### src/rtl/hci_core_fifo_if.sv
// HCI core channel: request (master -> slave) and response (slave -> master) signals.
interface hci_core_intf #(
  parameter int unsigned DW = 32,
  parameter int unsigned AW = 32
);
  logic          req;
  logic          gnt;
  logic [AW-1:0] add;
  logic          wen;
  logic [DW/8-1:0] be;
  logic [DW-1:0] data;
  logic [1:0]    boffs;
  logic          lrdy;
  logic [DW-1:0] r_data;
  logic          r_valid;
  logic          r_opc;

  modport master (
    output req, add, wen, be, data, boffs, lrdy,
    input  gnt, r_data, r_valid, r_opc
  );

  modport slave (
    input  req, add, wen, be, data, boffs, lrdy,
    output gnt, r_data, r_valid, r_opc
  );
endinterface

### src/rtl/hci_core_fifo.sv
// Request-side FIFO between an HCI core initiator and the interconnect.
// Registered (no fall-through); responses and lrdy pass straight through.
module hci_core_fifo #(
  parameter int unsigned DW         = 32,
  parameter int unsigned AW         = 32,
  parameter int unsigned FIFO_DEPTH = 4
) (
  input  logic                          clk_i,
  input  logic                          rst_ni,
  input  logic                          clear_i,
  hci_core_intf.slave                   tcdm_slave,
  hci_core_intf.master                  tcdm_master,
  output logic                          empty_o,
  output logic                          full_o,
  output logic [$clog2(FIFO_DEPTH):0]   count_o
);

  localparam int unsigned PW = $clog2(FIFO_DEPTH);
  localparam int unsigned CW = PW + 1;

  typedef struct packed {
    logic [AW-1:0]   add;
    logic            wen;
    logic [DW/8-1:0] be;
    logic [DW-1:0]   data;
    logic [1:0]      boffs;
  } entry_t;

  entry_t        mem_q [FIFO_DEPTH];
  logic [PW-1:0] wr_ptr_q, wr_ptr_d;
  logic [PW-1:0] rd_ptr_q, rd_ptr_d;
  logic [CW-1:0] count_q, count_d;
  logic          push, pop;
  entry_t        head;

  assign empty_o = (count_q == '0);
  assign full_o  = (count_q == CW'(FIFO_DEPTH));
  assign count_o = count_q;

  assign tcdm_slave.gnt = ~full_o;
  assign push = tcdm_slave.req & ~full_o;
  assign pop  = ~empty_o & tcdm_master.gnt;

  always_comb begin
    wr_ptr_d = wr_ptr_q;
    rd_ptr_d = rd_ptr_q;
    count_d  = count_q;
    if (clear_i) begin
      // Flush wins over any same-cycle push or pop.
      wr_ptr_d = '0;
      rd_ptr_d = '0;
      count_d  = '0;
    end else begin
      if (push) wr_ptr_d = wr_ptr_q + PW'(1);
      if (pop)  rd_ptr_d = rd_ptr_q + PW'(1);
      unique case ({push, pop})
        2'b10:   count_d = count_q + CW'(1);
        2'b01:   count_d = count_q - CW'(1);
        default: count_d = count_q;
      endcase
    end
  end

  always_ff @(posedge clk_i or negedge rst_ni) begin
    if (!rst_ni) begin
      wr_ptr_q <= '0;
      rd_ptr_q <= '0;
      count_q  <= '0;
    end else begin
      wr_ptr_q <= wr_ptr_d;
      rd_ptr_q <= rd_ptr_d;
      count_q  <= count_d;
    end
  end

  // Payload storage is unreset: it is only observed while req is high.
  always_ff @(posedge clk_i) begin
    if (push && !clear_i) begin
      mem_q[wr_ptr_q] <= '{add:   tcdm_slave.add,
                           wen:   tcdm_slave.wen,
                           be:    tcdm_slave.be,
                           data:  tcdm_slave.data,
                           boffs: tcdm_slave.boffs};
    end
  end

  assign head = mem_q[rd_ptr_q];

  assign tcdm_master.req   = ~empty_o;
  assign tcdm_master.add   = head.add;
  assign tcdm_master.wen   = head.wen;
  assign tcdm_master.be    = head.be;
  assign tcdm_master.data  = head.data;
  assign tcdm_master.boffs = head.boffs;
  assign tcdm_master.lrdy  = tcdm_slave.lrdy;

  assign tcdm_slave.r_data  = tcdm_master.r_data;
  assign tcdm_slave.r_valid = tcdm_master.r_valid;
  assign tcdm_slave.r_opc   = tcdm_master.r_opc;

endmodule
### src/flat_wrapper.sv
// flat-port wrapper written by rule: the top's interface ports become plain ports
module hci_core_fifo_flat 
#(
  parameter int unsigned DW         = 32,
  parameter int unsigned AW         = 32,
  parameter int unsigned FIFO_DEPTH = 4
)
  (clk_i, rst_ni, clear_i, empty_o, full_o, count_o, tcdm_slave_req, tcdm_slave_add, tcdm_slave_wen, tcdm_slave_be, tcdm_slave_data, tcdm_slave_boffs, tcdm_slave_lrdy, tcdm_slave_gnt, tcdm_slave_r_data, tcdm_slave_r_valid, tcdm_slave_r_opc, tcdm_master_req, tcdm_master_add, tcdm_master_wen, tcdm_master_be, tcdm_master_data, tcdm_master_boffs, tcdm_master_lrdy, tcdm_master_gnt, tcdm_master_r_data, tcdm_master_r_valid, tcdm_master_r_opc);
  hci_core_intf #(.DW(DW), .AW(AW)) tcdm_slave_i ();
  hci_core_intf #(.DW(DW), .AW(AW)) tcdm_master_i ();
  input  logic clk_i;
  input  logic rst_ni;
  input  logic clear_i;
  output logic empty_o;
  output logic full_o;
  output logic [$clog2(FIFO_DEPTH):0] count_o;
  input wire logic [$bits(tcdm_slave_i.req)-1:0] tcdm_slave_req;
  input wire logic [$bits(tcdm_slave_i.add)-1:0] tcdm_slave_add;
  input wire logic [$bits(tcdm_slave_i.wen)-1:0] tcdm_slave_wen;
  input wire logic [$bits(tcdm_slave_i.be)-1:0] tcdm_slave_be;
  input wire logic [$bits(tcdm_slave_i.data)-1:0] tcdm_slave_data;
  input wire logic [$bits(tcdm_slave_i.boffs)-1:0] tcdm_slave_boffs;
  input wire logic [$bits(tcdm_slave_i.lrdy)-1:0] tcdm_slave_lrdy;
  output wire logic [$bits(tcdm_slave_i.gnt)-1:0] tcdm_slave_gnt;
  output wire logic [$bits(tcdm_slave_i.r_data)-1:0] tcdm_slave_r_data;
  output wire logic [$bits(tcdm_slave_i.r_valid)-1:0] tcdm_slave_r_valid;
  output wire logic [$bits(tcdm_slave_i.r_opc)-1:0] tcdm_slave_r_opc;
  output wire logic [$bits(tcdm_master_i.req)-1:0] tcdm_master_req;
  output wire logic [$bits(tcdm_master_i.add)-1:0] tcdm_master_add;
  output wire logic [$bits(tcdm_master_i.wen)-1:0] tcdm_master_wen;
  output wire logic [$bits(tcdm_master_i.be)-1:0] tcdm_master_be;
  output wire logic [$bits(tcdm_master_i.data)-1:0] tcdm_master_data;
  output wire logic [$bits(tcdm_master_i.boffs)-1:0] tcdm_master_boffs;
  output wire logic [$bits(tcdm_master_i.lrdy)-1:0] tcdm_master_lrdy;
  input wire logic [$bits(tcdm_master_i.gnt)-1:0] tcdm_master_gnt;
  input wire logic [$bits(tcdm_master_i.r_data)-1:0] tcdm_master_r_data;
  input wire logic [$bits(tcdm_master_i.r_valid)-1:0] tcdm_master_r_valid;
  input wire logic [$bits(tcdm_master_i.r_opc)-1:0] tcdm_master_r_opc;
  assign tcdm_slave_i.req = tcdm_slave_req;
  assign tcdm_slave_i.add = tcdm_slave_add;
  assign tcdm_slave_i.wen = tcdm_slave_wen;
  assign tcdm_slave_i.be = tcdm_slave_be;
  assign tcdm_slave_i.data = tcdm_slave_data;
  assign tcdm_slave_i.boffs = tcdm_slave_boffs;
  assign tcdm_slave_i.lrdy = tcdm_slave_lrdy;
  assign tcdm_slave_gnt = tcdm_slave_i.gnt;
  assign tcdm_slave_r_data = tcdm_slave_i.r_data;
  assign tcdm_slave_r_valid = tcdm_slave_i.r_valid;
  assign tcdm_slave_r_opc = tcdm_slave_i.r_opc;
  assign tcdm_master_req = tcdm_master_i.req;
  assign tcdm_master_add = tcdm_master_i.add;
  assign tcdm_master_wen = tcdm_master_i.wen;
  assign tcdm_master_be = tcdm_master_i.be;
  assign tcdm_master_data = tcdm_master_i.data;
  assign tcdm_master_boffs = tcdm_master_i.boffs;
  assign tcdm_master_lrdy = tcdm_master_i.lrdy;
  assign tcdm_master_i.gnt = tcdm_master_gnt;
  assign tcdm_master_i.r_data = tcdm_master_r_data;
  assign tcdm_master_i.r_valid = tcdm_master_r_valid;
  assign tcdm_master_i.r_opc = tcdm_master_r_opc;
  hci_core_fifo #(.DW(DW), .AW(AW), .FIFO_DEPTH(FIFO_DEPTH)) u_core (.clk_i(clk_i), .rst_ni(rst_ni), .clear_i(clear_i), .tcdm_slave(tcdm_slave_i), .tcdm_master(tcdm_master_i), .empty_o(empty_o), .full_o(full_o), .count_o(count_o));
endmodule
### config.mk
export PLATFORM = sky130hd
export DESIGN_NAME = hci_core_fifo_flat
export DESIGN_NICKNAME = d
export VERILOG_FILES = /design/src/rtl/hci_core_fifo_if.sv /design/src/rtl/hci_core_fifo.sv /design/src/flat_wrapper.sv
export SDC_FILE = /design/constraint.sdc
export NUM_CORES = 1
export LEC_CHECK = 0
export BUFFER_PORTS_ARGS = -buffer_cell sky130_fd_sc_hd__buf_2
export CAP_MARGIN = 20
export CORE_MARGIN = 2
export CORE_UTILIZATION = 55
export DETAILED_ROUTE_END_ITERATION = 16
export GPL_TIMING_DRIVEN = 0
export PLACE_DENSITY_LB_ADDON = 0.12
export RECOVER_POWER = 100
export SLEW_MARGIN = 25
export SYNTH_ARGS = -nofsm -noshare
export SYNTH_HDL_FRONTEND = slang
export SYNTH_SLANG_ARGS = --single-unit
export TNS_END_PERCENT = 5
### constraint.sdc
create_clock -name clk_i -period 3.9 [get_ports clk_i]
set_clock_uncertainty 0.1 [all_clocks]
set_input_delay 0.195 -clock clk_i [delete_from_list [all_inputs] [get_ports clk_i]]
set_output_delay 0.195 -clock clk_i [all_outputs]
set_load 0.01 [all_outputs]
==> impl_metrics.tcl, run 1 <==
set metrics [dict create \
    p_total_mw 7.32 \
    slew_viol_final 0 \
    mappedNetlistNets 590 \
    core_area_sq_mm 0.0200 \
    port-buffer-count 187 \
    ys_seq_area_share_pct 78.1 \
    ys_types 37 \
    hold_path.class "in2reg" \
    min_period_ns 2.83 \
    drc 0 \
    crit_arrival_ns 2.93 \
    via_count 5671 \
    cts_resized 0 \
    dieArea_sq_mm 0.0214 \
    fin_util_pct 69.7 \
    wl_per_cell_microns 19.3 \
    die_x_microns 146 \
    clk_latency_ns 0.53 \
    route.antenna.remaining_nets 0 \
    grt_pass1_vias 6034 \
    gp_congestion 0.817 \
    syn_to_final_growth_pct 25.4 \
    firstDrtPassIters 4 \
    cp-start-kind "flop" \
    grt.total_usage_pct 19.4 \
    initial_core_util_pct 55.6 \
    antenna_found_initial 0 \
    cts_tree "yes" \
    vdd_ir_drop_max_mv 0.318 \
    routed_wl_mm 20.6 \
    ios 224 \
    grt_pass1_wl_mm 32.1 \
    worstReg2RegStart "u_core.count_o[1]$_DFFE_PN0P_" \
    fin_nets 889 \
    syn_avg_cell_area_sq_um 23.5 \
    yosys-top-cells-count "edfxtp_1, mux4_2, buf_4" \
    design_area_sq_mm 0.0140 \
    multi_input_area_sq_mm 0.00197 \
    synthFlopType "edfxtp_1" \
    die_h_microns 146 \
    via_per_inst 5.32 \
    seq_area_sq_mm 0.00870 \
    max_slew_margin_pct 40.0 \
    max_freq_ghz 0.354 \
    clockBufferDepth 3 \
    regToRegEndpoint "u_core.mem_q[0][4]$_DFFE_PP_" \
    required_ns 4.01 \
    finalCritPeriodShare_pct 72.5 \
    grt_setup_unrepaired "no" \
    end_kind "flop" \
    crit_type "reg2reg" \
    globalRouteOverflowTotal 0 \
    yosys.area.top_type "edfxtp_1" \
    tightestPinTransition_ns 0.899 \
    crit_fanout 36 \
    syn_inst 474 \
    dpl_cell_area_sq_mm 0.0125 \
    synth_area_leaders "edfxtp_1, mux4_2, buf_4, dfrtp_1, buf_6" \
    synth_edf_count 284 \
    max_cap_violations 0 \
    status "finished, final reports clean" \
    synthesis.area_sq_mm 0.0111 \
    synth_top_area_share_pct 76.6 \
    hpwl_mm 12.4 \
    cellLeakagePower_nw 4.52 \
    cts_buffers 29 \
    grt_max_degree 42 \
    setup_viol 0 \
    hold_viol 0 \
    min_delay_worst_endpoint "u_core.count_o[0]$_DFFE_PN0P_" \
    power.density_mw_per_mm2 524 \
    drtIter0Drc 340 \
    ys_warn_count 0 \
    floorplan.rows 52 \
    min_path_cells 4 \
    path_clk_slew_ns 0.06 \
    clock-root-buffer "clkbuf_16" \
    synthArstFlopShare_pct 2.41 \
    nFillCells 1410 \
    min-delay-start "tcdm_master_gnt" \
    cts.htree.levels 1 \
    final_layout_size_suffix_gt1_share_pct 24.2 \
    r2r_slack_ns 1.07 \
    clock_sink_count 291 \
    r2r_cells 6 \
    fin_tns_setup_ns 0 \
    ys_ff_latch 291 \
    synth.most_common_cell "edfxtp_1" \
]
metrics by stage:
step	hold WS, ns	cells	setup WS [ns]
3_5_place_dp	-0.0559	937	1.46
3_3_place_gp	-0.0639	931	-0.569
2_1_floorplan	-0.201	474	0.689
6_report	0.0694	1066	1.07
5_1_grt	0.100	1065	0.841
4_1_cts	0.0561	1065	1.44
layer usage:
metal	wire length [microns]	GRT usage (%)	up-vias	part of all wire [%]
met2	10600	34.2	230	51
met3	1410	3.88	25	6.9
met1	8310	25.5	2868	40
met4	294	4.27	0	1.4
li1	-	-	2548	-
met5	0	0	-	0
cell type report:
type | instances | area share [%]
multi-input cells | 120 | 14.1
plain buffers | 57 | 3.05
repair buffers | 268 | 11.4
diodes | 1 | 0.0179
well taps | 270 | 2.42
inverters | 6 | 0.170
clock buffers | 34 | 5.33
clock inverters | 19 | 1.17
flip-flops and latches | 291 | 62.3
power breakdown:
part	internal, mW	leakage, nW	switching [mW]
clock	1.55	0.440	1.06
sequential	3.56	2.67	0.0303
combinational	0.547	1.41	0.581
cell usage in the layout, fill, tap and decap left out, drive strengths merged, types with 2 or more instances in the layout:
cell type | netlist | final
clkinv | 1 | 14
o21ai | 3 | 3
bufinv | 0 | 3
a21oi | 6 | 6
inv | 5 | 5
or3 | 2 | 2
nand2b | 5 | 5
edfxtp | 284 | 284
ha | 4 | 4
nand3 | 3 | 3
nand3b | 2 | 2
clkinvlp | 0 | 3
mux4 | 71 | 71
xor2 | 2 | 2
and2 | 5 | 5
buf | 57 | 72
dfrtp | 7 | 7
dlygate4sd3 | 0 | 75
nor2 | 2 | 2
clkbuf | 0 | 212
state kept, by name (all words and copies together) (netlist names):
| name | flops |
|---|---|
| u_core.count_o | 3 |
| u_core.wr_ptr_q | 2 |
| u_core.mem_q | 284 |
| u_core.rd_ptr_q | 2 |
worst max-delay path, cell delays in order (launching register included):
cell and delay (ns):
dfrtp_1 0.42, buf_6 0.16, or3b_1 0.22, clkinvlp_2 0.24, nor3_1 0.42, and2_4 0.61, buf_12 0.32
how the worst max path moves through the flow:
stage / to / slack (ns) / from
2_1_floorplan: u_core.mem_q[0][0]$_DFFE_PP_ / 0.69 / u_core.count_o[1]$_DFFE_PN0P_
3_3_place_gp: u_core.mem_q[3][17]$_DFFE_PP_ / -0.57 / u_core.count_o[1]$_DFFE_PN0P_
5_1_grt: u_core.mem_q[0][4]$_DFFE_PP_ / 0.84 / u_core.count_o[1]$_DFFE_PN0P_
4_1_cts: u_core.mem_q[0][4]$_DFFE_PP_ / 1.44 / u_core.count_o[1]$_DFFE_PN0P_
6_report: u_core.mem_q[0][4]$_DFFE_PP_ / 1.07 / u_core.count_o[1]$_DFFE_PN0P_
3_5_place_dp: u_core.mem_q[0][23]$_DFFE_PP_ / 1.46 / u_core.count_o[1]$_DFFE_PN0P_
kinds of logic (layout without fill, tap and decap cells):
| group | count (synthesis) | in the layout | share of synthesized area (%) |
|---|---|---|---|
| adder cells (fa/ha/maj) | 5 | 5 | 0.629 |
| flip-flops | 291 | 291 | 78.1 |
| multiplexers | 71 | 71 | 14.4 |
| other | 0 | 1 | 0 |
| AND/OR/NAND/NOR | 24 | 24 | 1.38 |
| AO/OA/AOI/OAI | 17 | 17 | 1.08 |
| buffers and inverters | 63 | 384 | 4.17 |
| XOR/XNOR | 3 | 3 | 0.236 |
what timing repair did:
item | 4_1_cts | 5_1_grt
hold buffers | 75 | 0
setup buffers | 0 | 0
hold endpoints to repair | 298 | 0
Note: power is estimated with default switching activity, not from simulation.
==> run 2, diff against run 1 <==
--- a/config.mk
+++ b/config.mk
@@ -5,10 +5,11 @@
 export SDC_FILE = /design/constraint.sdc
 export NUM_CORES = 1
 export LEC_CHECK = 0
+export ABC_AREA = 1
 export BUFFER_PORTS_ARGS = -buffer_cell sky130_fd_sc_hd__buf_2
 export CAP_MARGIN = 20
 export CORE_MARGIN = 2
-export CORE_UTILIZATION = 55
+export CORE_UTILIZATION = 49
 export DETAILED_ROUTE_END_ITERATION = 16
 export GPL_TIMING_DRIVEN = 0
 export PLACE_DENSITY_LB_ADDON = 0.12
==> constraint.sdc (replaced) <==
create_clock -name clk_i -period 2.37 [get_ports clk_i]
set_clock_uncertainty 0.1 [all_clocks]
set_input_delay 0.1185 -clock clk_i [delete_from_list [all_inputs] [get_ports clk_i]]
set_output_delay 0.1185 -clock clk_i [all_outputs]
set_load 0.01 [all_outputs]
==> run 2 against run 1 <==
Effect of this change: flip-flop and latch count is the same; synthesized cell count grew 66%; utilization shrank 6.0 points; setup slack lost 1.0 ns; worst hold slack gained 0.21 ns.
==> impl_metrics.tcl, run 2 <==
set metrics [dict create \
    routed_wl_mm 25.8 \
    hpwl_mm 16.0 \
    regToRegEndpoint "u_core.mem_q[3][44]$_DFFE_PP_" \
    crit_fanout 10 \
    grt_setup_unrepaired "yes" \
    drtIter0Drc 491 \
    min_period_ns 2.31 \
    worstReg2RegStart "u_core.count_o[2]$_DFFE_PN0P_" \
    end_kind "output pin" \
    port-buffer-count 188 \
    core_area_sq_mm 0.0226 \
    clockBufferDepth 3 \
    syn_inst 789 \
    cts.htree.levels 1 \
    finalCritPeriodShare_pct 97.5 \
    cellLeakagePower_nw 5.09 \
    vdd_ir_drop_max_mv 0.675 \
    floorplan.rows 55 \
    ys_warn_count 0 \
    globalRouteOverflowTotal 0 \
    die_x_microns 156 \
    crit_type "reg2out" \
    cts_buffers 30 \
    dieArea_sq_mm 0.0243 \
    grt.total_usage_pct 20.8 \
    hold_viol 0 \
    min_delay_worst_endpoint "u_core.mem_q[0][56]$_DFFE_PP_" \
    ys_types 25 \
    fin_util_pct 63.7 \
    top_register "u_core.mem_q" \
    ios 224 \
    r2r_cells 5 \
    synth_top_area_share_pct 75.5 \
    final_common_cell "edfxtp_1" \
    gp_congestion 0.730 \
    r2r_slack_ns 0.10 \
    power.density_mw_per_mm2 945 \
    initial_core_util_pct 49.9 \
    drc 0 \
    wl_met1_mm 11.3 \
    status "finished, final reports clean" \
    slew_viol_final 0 \
    wl_met2_mm 12.4 \
    die_h_microns 156 \
    tightestPinTransition_ns 0.617 \
    cts_setup_buffers 0 \
    required_ns 2.15 \
    cp-start-kind "flop" \
    antenna_found_initial 1 \
    hold_path.class "in2reg" \
    synth.most_common_cell "edfxtp_1" \
    firstDrtPassIters 4 \
    min_path_cells 2 \
    clock-root-buffer "clkbuf_16" \
    synth_edf_count 284 \
    routed.top_layer "met4" \
    cts_tree "yes" \
    wl_per_cell_microns 18.4 \
    yosys.area.top_type "edfxtp_1" \
    grt_pass1_wl_mm 38.7 \
    wl_met3_mm 1.69 \
    fin_cells 1404 \
    setup_viol 0 \
    synthFlopType "edfxtp_1" \
    max_slew_margin_pct 58.8 \
    syn_avg_cell_area_sq_um 14.3 \
    min-delay-start "tcdm_slave_add[17]" \
    grt_max_degree 23 \
    crit_arrival_ns 2.09 \
    max_freq_ghz 0.433 \
    via_count 7332 \
    nFillCells 1782 \
    post-place-ws_ns 0.0717 \
    ys_ff_latch 291 \
    seq_area_sq_mm 0.00871 \
    fin_ws_ns 0.0591 \
    final_cell_mix "edfxtp_1, nor2_1, clkbuf_1, o21ai_0, dlygate4sd3_1" \
    fin_nets 1216 \
    route.antenna.remaining_nets 0 \
    fin_tns_setup_ns 0 \
    multi_input_area_sq_mm 0.00203 \
    grt_pass1_vias 7088 \
    via_per_inst 5.22 \
    clock_sink_count 291 \
    synthesis.area_sq_mm 0.0113 \
    ys_seq_area_share_pct 77.0 \
    synth_area_leaders "edfxtp_1, o21ai_0, nor2_1, o22ai_1, buf_4" \
    path_clk_slew_ns 0.06 \
    synthArstFlopShare_pct 2.41 \
    final_layout_size_suffix_gt1_share_pct 18.5 \
    mappedNetlistNets 905 \
    largest_register_ffs 284 \
    max_cap_violations 0 \
    clk_latency_ns 0.54 \
    yosys-top-cells-count "edfxtp_1, nor2_1, o21ai_0" \
    syn_to_final_growth_pct 27.6 \
    placed_cells 1276 \
]
[run 2: cell families (layout without fill, tap and decap cells)]
group                    Yosys count  count (layout)  synth area share (%)
other                              0               1                     0
AND/OR/NAND/NOR                  175             175                  6.40
buffers and inverters             99             428                  5.33
adder cells (fa/ha/maj)            5               5                 0.620
XOR/XNOR                           1               1                0.0775
flip-flops                       291             291                  77.0
AO/OA/AOI/OAI                    218             218                  10.5
[run 2: where the power goes]
| part | switching, mW | total [mW] | internal (mW) | leakage [nW] |
|---|---|---|---|---|
| Combinational | 2.07 | 3.22 | 1.15 | 1.98 |
| Sequential | 0.0931 | 6.07 | 5.98 | 2.67 |
| Clock | 1.76 | 4.33 | 2.57 | 0.443 |
| Total | 3.92 | 13.6 | 9.70 | 5.09 |
[run 2: worst max-delay path by stage]
stage | from | end | cells past startpoint
floorplan | u_core.count_o[0]$_DFFE_PN0P_ | u_core.mem_q[0][0]$_DFFE_PP_ | 4
global placement | u_core.count_o[0]$_DFFE_PN0P_ | u_core.mem_q[0][29]$_DFFE_PP_ | 4
detailed placement | u_core.count_o[0]$_DFFE_PN0P_ | u_core.mem_q[3][43]$_DFFE_PP_ | 6
CTS | u_core.rd_ptr_q[0]$_DFFE_PN0P_ | tcdm_master_data[1] | 6
global route | u_core.rd_ptr_q[1]$_DFFE_PN0P_ | tcdm_master_add[18] | 5
finish | u_core.rd_ptr_q[1]$_DFFE_PN0P_ | tcdm_master_add[12] | 5
[run 2: metrics by stage]
| step | hold slack, ns | total power [mW] | area [sq um] |
|---|---|---|---|
| after floorplan | -0.277 | 8.01 | 11300 |
| after global placement | -0.128 | 9.32 | 12600 |
| after detailed placement | -0.129 | 9.44 | 13000 |
| after CTS | 0.202 | 13.9 | 14700 |
| after global routing | 0.280 | 14.2 | 14400 |
| final | 0.277 | 13.6 | 14400 |
[run 2: cell type report]
cell class	instances	share of cell area (%)
sequential	291	60.4
multi-input combinational	399	14.1
timing repair buffer	279	12.4
clock buffer	44	5.93
buffer	82	3.79
tap	285	2.47
inverter	17	0.495
clock inverter	6	0.382
antenna	1	0.0174
[run 2: layer usage]
metal / up-vias / track usage, %
li1: 3523 / -
met1: 3515 / 29.5
met2: 261 / 34.3
met3: 33 / 3.36
met4: 0 / 4.89
met5: - / 0
[run 2: timing repair]
action / CTS / global route
resized for setup: 13 / 24
setup endpoints to repair: 25 / 60
pin swaps: 0 / 1
endpoints found under the hold margin: 298 / 0
hold buffers: 77 / 0
[run 2: critical path, stage by stage, from the launching register on]
cell	delay, ns
dfrtp_1	0.33
buf_4	0.22
clkbuf_1	0.41
o21ai_0	0.18
o22ai_1	0.24
buf_2	0.17
==> run 3, diff against run 2 <==
==> constraint.sdc (replaced) <==
create_clock -name clk_i -period 1.9 [get_ports clk_i]
set_clock_uncertainty 0.1 [all_clocks]
set_input_delay 0.095 -clock clk_i [delete_from_list [all_inputs] [get_ports clk_i]]
set_output_delay 0.095 -clock clk_i [all_outputs]
set_load 0.01 [all_outputs]
==> run 3 against run 2 <==
Effect of this change: the run now ends with negative setup slack left; register-to-register slack got worse by 0.24 ns; sequential share of layout area fell by 1.9 points; global-route usage rose by 0.14 points; critical path depth rose by 2; via count rose by 0.70%; total power rose by 28%; worst hold slack got worse by 0.027 ns; die area did not move; utilization rose by 2.0 points; count of clock-buffer cells in the layout did not move; combinational power rose by 40%; critical endpoint is now tcdm_master_add[22]; highest routed layer is now met5.
==> impl_metrics.tcl, run 3 (synthesis gave the netlist of run 2 again) <==
set metrics [dict create \
    crit_arrival_ns 1.90 \
    dieArea_sq_mm 0.0243 \
    fin_nets 1225 \
    cts_tree "yes" \
    max_freq_ghz 0.477 \
    status "complete, but fails checks" \
    globalRouteOverflowTotal 0 \
    violations "negative setup slack" \
    required_ns 1.70 \
    tightestPinTransition_ns 0.434 \
    crit_fanout 10 \
    wl_per_cell_microns 18.4 \
    nFillCells 1720 \
    grt.total_usage_pct 21.0 \
    final_common_cell "edfxtp_1" \
    vdd_ir_drop_max_mv 0.847 \
    die_x_microns 156 \
    floorplan.rows 55 \
    max_cap_violations 0 \
    clk_latency_ns 0.54 \
    hpwl_mm 16.0 \
    drc 0 \
    via_per_inst 5.23 \
    fin_util_pct 65.7 \
    hold_path.class "in2reg" \
    setup_viol 232 \
    port-buffer-count 188 \
    clock_sink_count 291 \
    via_count 7383 \
    top_register "u_core.mem_q" \
    syn_to_final_growth_pct 31.7 \
    clockBufferDepth 3 \
    min_period_ns 2.10 \
    finalCritPeriodShare_pct 110 \
    crit_type "reg2out" \
    path_common_cell "buf_12" \
    path_cells "buf_12 > clkinv_8 > buf_12 > buf_12 > nor2_1 > o22ai_2 > buf_2" \
    crit_slowest_cell "dfrtp_1" \
    fin_ws_ns -0.197 \
    ios 224 \
    p_total_mw 17.5 \
    fin_cells 1413 \
    die_h_microns 156 \
    largest_register_ffs 284 \
    final_layout_size_suffix_gt1_share_pct 22.7 \
    max_stage_delay_ns 0.39 \
    max_slew_margin_pct 71.0 \
    initial_core_util_pct 49.9 \
    cp-start-kind "flop" \
    design_area_sq_mm 0.0149 \
    cts.htree.levels 1 \
    firstDrtPassIters 4 \
    placed_cells 1276 \
    final_cell_mix "edfxtp_1, nor2_1, o21ai_0" \
    antenna_found_initial 2 \
    cellLeakagePower_nw 5.33 \
    slew_viol_final 0 \
    path_clk_slew_ns 0.06 \
    holdWs_ns 0.250 \
    cts_buffers 30 \
    hold_viol 0 \
    power.density_mw_per_mm2 1180 \
    gp_congestion 0.730 \
    drtIter0Drc 478 \
    seq_area_sq_mm 0.00871 \
    route.antenna.remaining_nets 0 \
    post-place-ws_ns -0.398 \
    fin_tns_setup_ns -22.86 \
    multi_input_area_sq_mm 0.00209 \
    end_kind "output pin" \
    grt_pass1_vias 7095 \
    grt_max_degree 23 \
    clock-root-buffer "clkbuf_16" \
    grt_setup_unrepaired "yes" \
    routed_wl_mm 26.0 \
    dpl_cell_area_sq_mm 0.0130 \
    grt_pass1_wl_mm 38.9 \
    core_area_sq_mm 0.0226 \
]
[run 3: changes by cell type in the layout (fill, tap and decap cells not counted), sizes merged]
cell,delta
inv,-1
clkbuf,-39
buf,+48
clkinv,+1
[run 3: timing repair]
| item | in CTS | in global routing |
|---|---|---|
| hold endpoints to repair | 298 | 0 |
| hold buffers | 77 | 0 |
| gates cloned | 0 | 1 |
| endpoints found under the setup margin | 261 | 301 |
| pin swaps | 9 | 32 |
| gates resized for setup | 63 | 74 |
| buffers inserted | 3 | 5 |
[run 3: cell type report]
type	count	area share (%)
inverters	17	0.563
clock buffers	44	5.74
diodes	1	0.0168
flip-flops and latches	291	58.5
clock inverters	6	0.370
repair buffers	288	13.4
well taps	285	2.40
multi-input cells	399	14.0
plain buffers	82	4.89
[run 3: path summary, 6_finish.rpt]
kind / from / endpoint / slack (ns) / cells past startpoint
hold reg to reg: u_core.count_o[0]$_DFFE_PN0P_ / u_core.count_o[0]$_DFFE_PN0P_ / 0.52 / 3
setup reg to reg: u_core.count_o[0]$_DFFE_PN0P_ / u_core.mem_q[2][26]$_DFFE_PP_ / -0.14 / 6
setup / recovery: u_core.rd_ptr_q[0]$_DFFE_PN0P_ / tcdm_master_add[22] / -0.20 / 7
hold / removal: tcdm_slave_add[14] / u_core.mem_q[1][53]$_DFFE_PP_ / 0.25 / 2
max in group asynchronous: rst_ni / u_core.count_o[2]$_DFFE_PN0P_ / 0.96 / 3
min in group asynchronous: rst_ni / u_core.wr_ptr_q[1]$_DFFE_PN0P_ / 0.46 / 3
[run 3: critical path, delay by kind of cell (launching register included)]
family / cells / cell delay [ns]
flip-flops: 1 / 0.39
AND/OR/NAND/NOR: 1 / 0.05
AO/OA/AOI/OAI: 1 / 0.20
buffers and inverters: 5 / 0.70
[run 3: power by group]
| group | switching [mW] | leakage, nW | internal [mW] |
|---|---|---|---|
| logic | 2.69 | 2.22 | 1.82 |
| registers | 0.120 | 2.66 | 7.45 |
| clock network | 2.19 | 0.443 | 3.21 |
[run 3: metal layers]
metal | GRT usage [%] | vias up | part of all wire [%]
li1 | - | 3543 | -
met1 | 29.2 | 3533 | 44
met2 | 35.0 | 270 | 48
met3 | 3.53 | 35 | 6.4
met4 | 4.89 | 2 | 1.4
met5 | 0 | - | 0.027
